$ cat config.mk
export PLATFORM = sky130hd
export DESIGN_NAME = led_pattern_engine
export DESIGN_NICKNAME = d
export VERILOG_FILES = /design/src/rtl/led_pkg.sv /design/src/rtl/led_tick_gen.sv /design/src/rtl/led_pattern_engine.sv
export SDC_FILE = /design/constraint.sdc
export NUM_CORES = 1
export LEC_CHECK = 0
export CAP_MARGIN = 20
export CORE_MARGIN = 10
export CORE_UTILIZATION = 40
export CTS_CLUSTER_DIAMETER = 60
export DETAILED_ROUTE_END_ITERATION = 16
export DONT_BUFFER_PORTS = 1
export GPL_ROUTABILITY_DRIVEN = 0
export GPL_TIMING_DRIVEN = 0
export PLACE_DENSITY_LB_ADDON = 0.08
export SYNTH_ARGS = -nofsm -noshare
export SYNTH_HDL_FRONTEND = slang
export SYNTH_SLANG_ARGS = --single-unit
$ cat constraint.sdc
create_clock -name clk -period 3.4 [get_ports clk]
set_input_delay 0.68 -clock clk [delete_from_list [all_inputs] [get_ports clk]]
set_output_delay 0.68 -clock clk [all_outputs]
set_load 0.005 [all_outputs]
$ cat src/rtl/led_pkg.sv
// Shared constants for the LED pattern engine and related display blocks.
package led_pkg;

  typedef enum logic [1:0] {
    MODE_ROTATE = 2'd0,
    MODE_BOUNCE = 2'd1,
    MODE_FILL   = 2'd2,
    MODE_INVROT = 2'd3
  } mode_e;

  localparam logic DIR_LEFT  = 1'b0;
  localparam logic DIR_RIGHT = 1'b1;

endpackage

$ cat src/rtl/led_tick_gen.sv
// Programmable prescaler: one step every div+1 enabled cycles, clearable.
module led_tick_gen #(
  parameter int DIV_W = 16
) (
  input  logic             clk,
  input  logic             rst_n,
  input  logic             enable,
  input  logic             clear,
  input  logic [DIV_W-1:0] div,
  output logic             step
);

  logic [DIV_W-1:0] count;

  // Comparing with >= lets a lowered div fire on the very next enabled edge.
  assign step = enable && (count >= div);

  // NOTE: sequential state uses non-blocking assignments so every flop samples pre-edge values.
  always_ff @(posedge clk or negedge rst_n) begin
    if (!rst_n) begin
      count <= '0;
    end else if (clear) begin
      count <= '0;
    end else if (enable) begin
      if (count >= div) count <= '0;
      else              count <= count + DIV_W'(1);
    end
  end

endmodule

$ cat src/rtl/led_pattern_engine.sv
// N-LED pattern generator: rotate / bounce / fill / inverted rotate at a programmable rate.
module led_pattern_engine
  import led_pkg::*;
#(
  parameter int N     = 8,
  parameter int DIV_W = 16
) (
  input  logic             clk,
  input  logic             rst_n,
  input  logic             enable,
  input  logic [1:0]       mode,
  input  logic             dir,
  input  logic [DIV_W-1:0] div,
  output logic [N-1:0]     leds,
  output logic             tick,
  output logic             wrap
);

  localparam logic [N-1:0] BIT_LO = N'(1);
  localparam logic [N-1:0] BIT_HI = {1'b1, {(N-1){1'b0}}};

  mode_e        mode_q;
  logic         bounce_up;
  logic         step;
  logic         restart;
  logic [N-1:0] leds_nxt;
  logic         up_nxt;

  function automatic logic [N-1:0] seed_of(mode_e m, logic d);
    case (m)
      MODE_ROTATE: seed_of = (d == DIR_RIGHT) ? BIT_HI : BIT_LO;
      MODE_BOUNCE: seed_of = BIT_LO;
      MODE_FILL:   seed_of = '0;
      MODE_INVROT: seed_of = ~((d == DIR_RIGHT) ? BIT_HI : BIT_LO);
      default:     seed_of = BIT_LO;
    endcase
  endfunction

  function automatic logic [N-1:0] rotate(logic [N-1:0] v, logic d);
    rotate = (d == DIR_RIGHT) ? {v[0], v[N-1:1]} : {v[N-2:0], v[N-1]};
  endfunction

  assign restart = (mode_e'(mode) != mode_q);

  led_tick_gen #(.DIV_W(DIV_W)) u_tick_gen (
    .clk    (clk),
    .rst_n  (rst_n),
    .enable (enable),
    .clear  (restart),
    .div    (div),
    .step   (step)
  );

  // NOTE: defaults first so no path through this block leaves a variable unassigned (no latches).
  always_comb begin
    leds_nxt = leds;
    up_nxt   = bounce_up;
    case (mode_q)
      MODE_ROTATE, MODE_INVROT: leds_nxt = rotate(leds, dir);
      MODE_BOUNCE: begin
        if (bounce_up) begin
          if (leds[N-1]) begin
            leds_nxt = leds >> 1;
            up_nxt   = 1'b0;
          end else begin
            leds_nxt = leds << 1;
          end
        end else begin
          if (leds[0]) begin
            leds_nxt = leds << 1;
            up_nxt   = 1'b1;
          end else begin
            leds_nxt = leds >> 1;
          end
        end
      end
      MODE_FILL: leds_nxt = (&leds) ? '0 : {leds[N-2:0], 1'b1};
      default: ;
    endcase
  end

  // Restart takes priority over a coincident step and suppresses both strobes.
  always_ff @(posedge clk or negedge rst_n) begin
    if (!rst_n) begin
      leds      <= BIT_LO;
      tick      <= 1'b0;
      wrap      <= 1'b0;
      mode_q    <= MODE_ROTATE;
      bounce_up <= 1'b1;
    end else if (restart) begin
      leds      <= seed_of(mode_e'(mode), dir);
      tick      <= 1'b0;
      wrap      <= 1'b0;
      mode_q    <= mode_e'(mode);
      bounce_up <= 1'b1;
    end else if (step) begin
      leds      <= leds_nxt;
      tick      <= 1'b1;
      wrap      <= (leds_nxt == seed_of(mode_q, dir));
      bounce_up <= up_nxt;
    end else begin
      tick      <= 1'b0;
      wrap      <= 1'b0;
    end
  end

endmodule

After elaboration in Yosys (flattened, before gate mapping)
Index checks and enable logic that the tools add are counted.
{ "classes": {"add_sub_neg": 1, "magnitude_cmp": 1, "n_eq_ne": 8, "n_mux": 26, "bitwise": 1, "n_reduce_logical": 9} }
{ "ops": {"columns": ["operator", "n"], "rows": [
  ["$mux 8", 10],
  ["$pmux 8 s4", 2],
  ["$mux 16", 3],
  ["$pmux 8 s3", 1],
  ["$add 16x1->16 const B", 1],
  ["$ge 16x16->1", 1],
  ["$mux 1", 10],
  ["$eq 2x2->1 const B", 4],
  ["$eq 8x8->1", 1],
  ["$not 8->8", 1],
  ["$reduce_and 8->1", 1],
  ["$reduce_bool 2->1", 3],
  ["$eq 2x1->1 const B", 2],
  ["$logic_not 2->1", 2],
  ["$ne 2x2->1", 1],
  ["$reduce_and 2->1", 1],
  ["$reduce_or 2->1", 1],
  ["$logic_and 1x1->1", 1]
]} }
{ "totals": {"ff_bits": 29, "out_inout_bits": 10} }

Depth between registers and ports, before layout
{ "depth": {"ltp_word": 8, "mapped_depth": 9} }

Modules after synthesis
From an unflattened synthesis, not the netlist that was laid out.
{ "hier_totals": {"cells_unflattened": 273, "hier_area_um2": 2347.3} }
{ "modules_own_cells": {"columns": ["mod", "instances", "cells_per_inst", "area_each_um2", "seq_area_each_um2"], "rows": [
  ["led_tick_gen", 1, 149, 1268.7, 400.4],
  ["led_pattern_engine", 1, 124, 1078.5, 327.8]
]} }

Worst setup path after synthesis
No wires, ideal clock.
{ "synth_timing": {"kind": "input to register", "start": "in div[13]", "end": "reg wrap", "t_arrival_ns": 2.428, "t_required_ns": 3.289, "slack_ns": 0.861, "stages": 9, "path_buffers": 1, "cell_sequence": "inv_1 -> ha_1 -> nand4_1 -> or4_1 -> a31oi_1 -> a211o_1 -> buf_2 -> nand3_1 -> a2111oi_2"} }
{ "synth_via": {"elab_chain_cells": 4} }
{ "synth_rtl": {"columns": ["item", "line", "source"], "rows": [
  ["from (decl)", "led_pattern_engine.sv:13", "input logic [DIV_W-1:0] div,"],
  ["$ge 16x16->1", "led_tick_gen.sv:16", "assign step = enable && (count >= div);"],
  ["$logic_and 1x1->1", "led_tick_gen.sv:16", null],
  ["$mux 1", "led_pattern_engine.sv:96", "end else if (step) begin"],
  ["$mux 1", "led_pattern_engine.sv:90", "end else if (restart) begin"],
  ["to (signal assigned)", "led_pattern_engine.sv:99", "wrap <= (leds_nxt == seed_of(mode_q, dir));"],
  ["to (decl)", "led_pattern_engine.sv:16", "output logic wrap"]
]} }
No other way between the ends.
A chain may end at the register's enable or synchronous reset.

Worst setup path after layout
{ "layout_timing": {"start": "reg u_tick_gen.count[13]", "end": "reg wrap"} }
{ "layout_via": {"elab_chain_cells": 4} }
{ "layout_rtl": {"columns": ["item", "line", "source"], "rows": [
  ["from (decl)", "led_tick_gen.sv:13", "logic [DIV_W-1:0] count;"],
  ["from (signal assigned)", "led_tick_gen.sv:26", "else count <= count + DIV_W'(1);"],
  ["$ge 16x16->1", "led_tick_gen.sv:16", null],
  ["$logic_and 1x1->1", "led_tick_gen.sv:16", null],
  ["$mux 1", "led_pattern_engine.sv:96", null],
  ["$mux 1", "led_pattern_engine.sv:90", null]
]} }
No other way between the ends.

==> run summary <==
status -> finished, final reports clean
Max Root-Sink Buffers -> 2
Die Area -> 0.00916 sq mm
flip-flop and latch count after synthesis -> 29
first-pass GRT wire length -> 9.05 mm
Final Max Slew Viols -> 0
syn nets -> 309
Port-buffer cells -> 0
kind of critical path -> reg -> reg
Syn Area/Cell -> 8.65 sq um
CTS tree -> yes
MaxCap Viol Count -> 0
WL/cell -> 15.6 microns
Final min period -> 2640 ps
Top-Level Pins -> 32
initial antenna violation count -> 0
crit path launch type -> flip-flop
Data required, critical path -> 3560 ps
final period utilization -> 0.775
nature of the critical path endpoint -> flip-flop
CTS resizes -> 0
Sink Count -> 29
placement row count -> 27
vias -> 1860
pin slew with the least headroom to its limit -> 600 ps
switching pwr -> 239 uW
LEAKAGE -> 0.00115 uW
Clock power frac -> 0.370
Detail Route Antenna Nets -> 0
synth top area cells -> dfrtp_1, ha_1, a21oi_1
Setup-failing EPs final -> 0
area leader, netlist -> dfrtp_1
Async SR Flop Fraction -> 1.00
final hold vios -> 0
Post-Place Cell Area -> 0.00238 sq mm
arrival time worst endpoint -> 2800 ps
sequential share of the synthesized area -> 0.318
# hold bufs at CTS -> 0
die width -> 95.7 microns
Sw Ratio -> 0.284
Internal Power -> 603 uW
Max VDD drop -> 0.000195 V
drc violations -> 0
power per cell area -> 339 mW/mm^2
H-tree levels -> 2
clk_skew -> 1.84 ps
hold slack -> 92.1 ps
Routed WL -> 5.39 mm
Post-Syn Area -> 0.00229 sq mm
detailed placer's ending HPWL -> 4.22 mm
number of enable flip-flop cells after synthesis -> 0
CTS buffer count -> 5
area grow syn2layout -> 8.35%
PnR worst setup slack -> 765 ps
drt first pass iters -> 4
Root Driver -> clkbuf_8
Die Ht -> 95.7 microns
ant diodes -> 0
Ys Warns -> 0
Mapped Cells -> 265
Initial Util -> 0.414
post-detailed-route via-to-cell ratio -> 5.39
Design Area, Final -> 0.00248 sq mm
Iter 0 DRT Violations -> 96
ys flop type -> dfrtp_1
pre-CTS setup slack -> 490 ps
# nets final -> 316
clk_lat worst skew -> 280 ps
buffer count from post-CTS setup fixing -> 0
GRT Overall Usage -> 0.125
Flop pwr share -> 0.454
vias in the first global route -> 1801
Cell variety after synth -> 53
pin count of the biggest net entering global routing -> 30
Hold WC Path Type -> in -> async
CTS clock-pin slew for the worst setup and hold paths -> 60 ps
Highest Clock Rate -> 0.379 GHz
CORE AREA -> 0.00554 sq mm
RSZ-0062 raised after global routing -> no
total congestion overflow -> 0
Logic pwr share -> 0.176
top-area cell type share of the netlist area -> 0.295
Post-Route Setup TNS -> 0 ps
layout cell share with drive strength beyond 1 -> 0.110
max_slew headroom -> 0.596
critical path peak fanout -> 10
[cell families (layout without fill, tap and decap cells)]
| family | Yosys count | after routing | share of synthesized area |
|---|---|---|---|
| mux | 1 | 1 | 0.00436 |
| fa+ha+maj | 22 | 22 | 0.120 |
| compound gates | 72 | 72 | 0.222 |
| flops | 29 | 29 | 0.318 |
| xor+xnor | 17 | 17 | 0.0649 |
| simple gates | 87 | 87 | 0.207 |
| buf+inv | 37 | 45 | 0.0644 |
[final timing paths]
path                                       from                   to  slack, ps  cells after the start
min in group clk                        mode[1]            mode_q[1]        500                      1
max                        u_tick_gen.count[13]                 wrap        760                      8
max in group asynchronous                 rst_n              leds[0]       3130                      0
min                                       rst_n  u_tick_gen.count[9]         90                      0
max reg2reg                u_tick_gen.count[13]                 wrap        760                      8
min reg2reg                           bounce_up            bounce_up        550                      2
[cells in the mapped netlist, drive strengths merged, types with 3 or more instances]
cell	instances
inv	25
o31ai	5
a31o	4
dfrtp	27
a21o	5
ha	22
nand3	8
xor2	6
a21oi	23
and3	7
and4	4
nor2b	4
clkbuf	6
or4	3
nor3b	4
buf	5
nor2	29
o211ai	3
xnor2	11
o21ai	12
nand4	4
nand2	14
[layout make-up]
| class | instances | area, sq um |
|---|---|---|
| multi-input cells | 199 | 1420 |
| clock inverters | 1 | 5.00 |
| plain buffers | 11 | 50.0 |
| inverters | 26 | 97.6 |
| fillers | 570 | 3060 |
| well taps | 72 | 90.1 |
| clock buffers | 7 | 96.3 |
| flip-flops and latches | 29 | 728 |
[state kept, by name (all words and copies together), names as in the netlist]
register / cells
leds: 8
mode_q: 2
wrap: 1
bounce_up: 1
tick: 1
u_tick_gen.count: 16
[placed cells by master, fill, tap and decap left out, drive strengths merged, types with 5 or more instances in the layout]
cell type  count
nor2          29
dfrtp         27
inv           25
a21oi         23
ha            22
nand2         14
clkbuf        13
o21ai         12
xnor2         11
nand3          8
and3           7
xor2           6
buf            5
a21o           5
o31ai          5
[per-layer routing]
layer,track usage,vias to the layer above,wire length [microns]
li1,-,952,-
met1,0.175,880,2730
met2,0.182,23,2370
met3,0.0374,5,257
met4,0.0332,0,41
met5,0,-,0
[power groups by stage]
stage | logic (uW) | clock network [uW] | registers [uW]
6_report | 148 | 312 | 382
5_1_grt | 168 | 350 | 386
4_1_cts | 149 | 323 | 383
3_5_place_dp | 148 | 0 | 390
3_3_place_gp | 148 | 0 | 390
2_1_floorplan | 119 | 0 | 380
[worst max-delay path: stages (launching register included)]
cell and delay (ps):
dfrtp_1 420, ha_1 320, nand4_1 140, or4_1 560, a31oi_1 190, a211o_1 240
buf_2 240, nand3_1 150, a2111oi_2 260
[through the flow]
step / utilization / total power [uW] / std cells
2_1_floorplan: - / 500 / 265
3_3_place_gp: 0.430 / 538 / 337
3_5_place_dp: 0.430 / 538 / 337
4_1_cts: 0.449 / 855 / 345
5_1_grt: 0.449 / 903 / 345
6_report: 0.449 / 842 / 345
No activity file was read; power rests on OpenSTA's default activity.
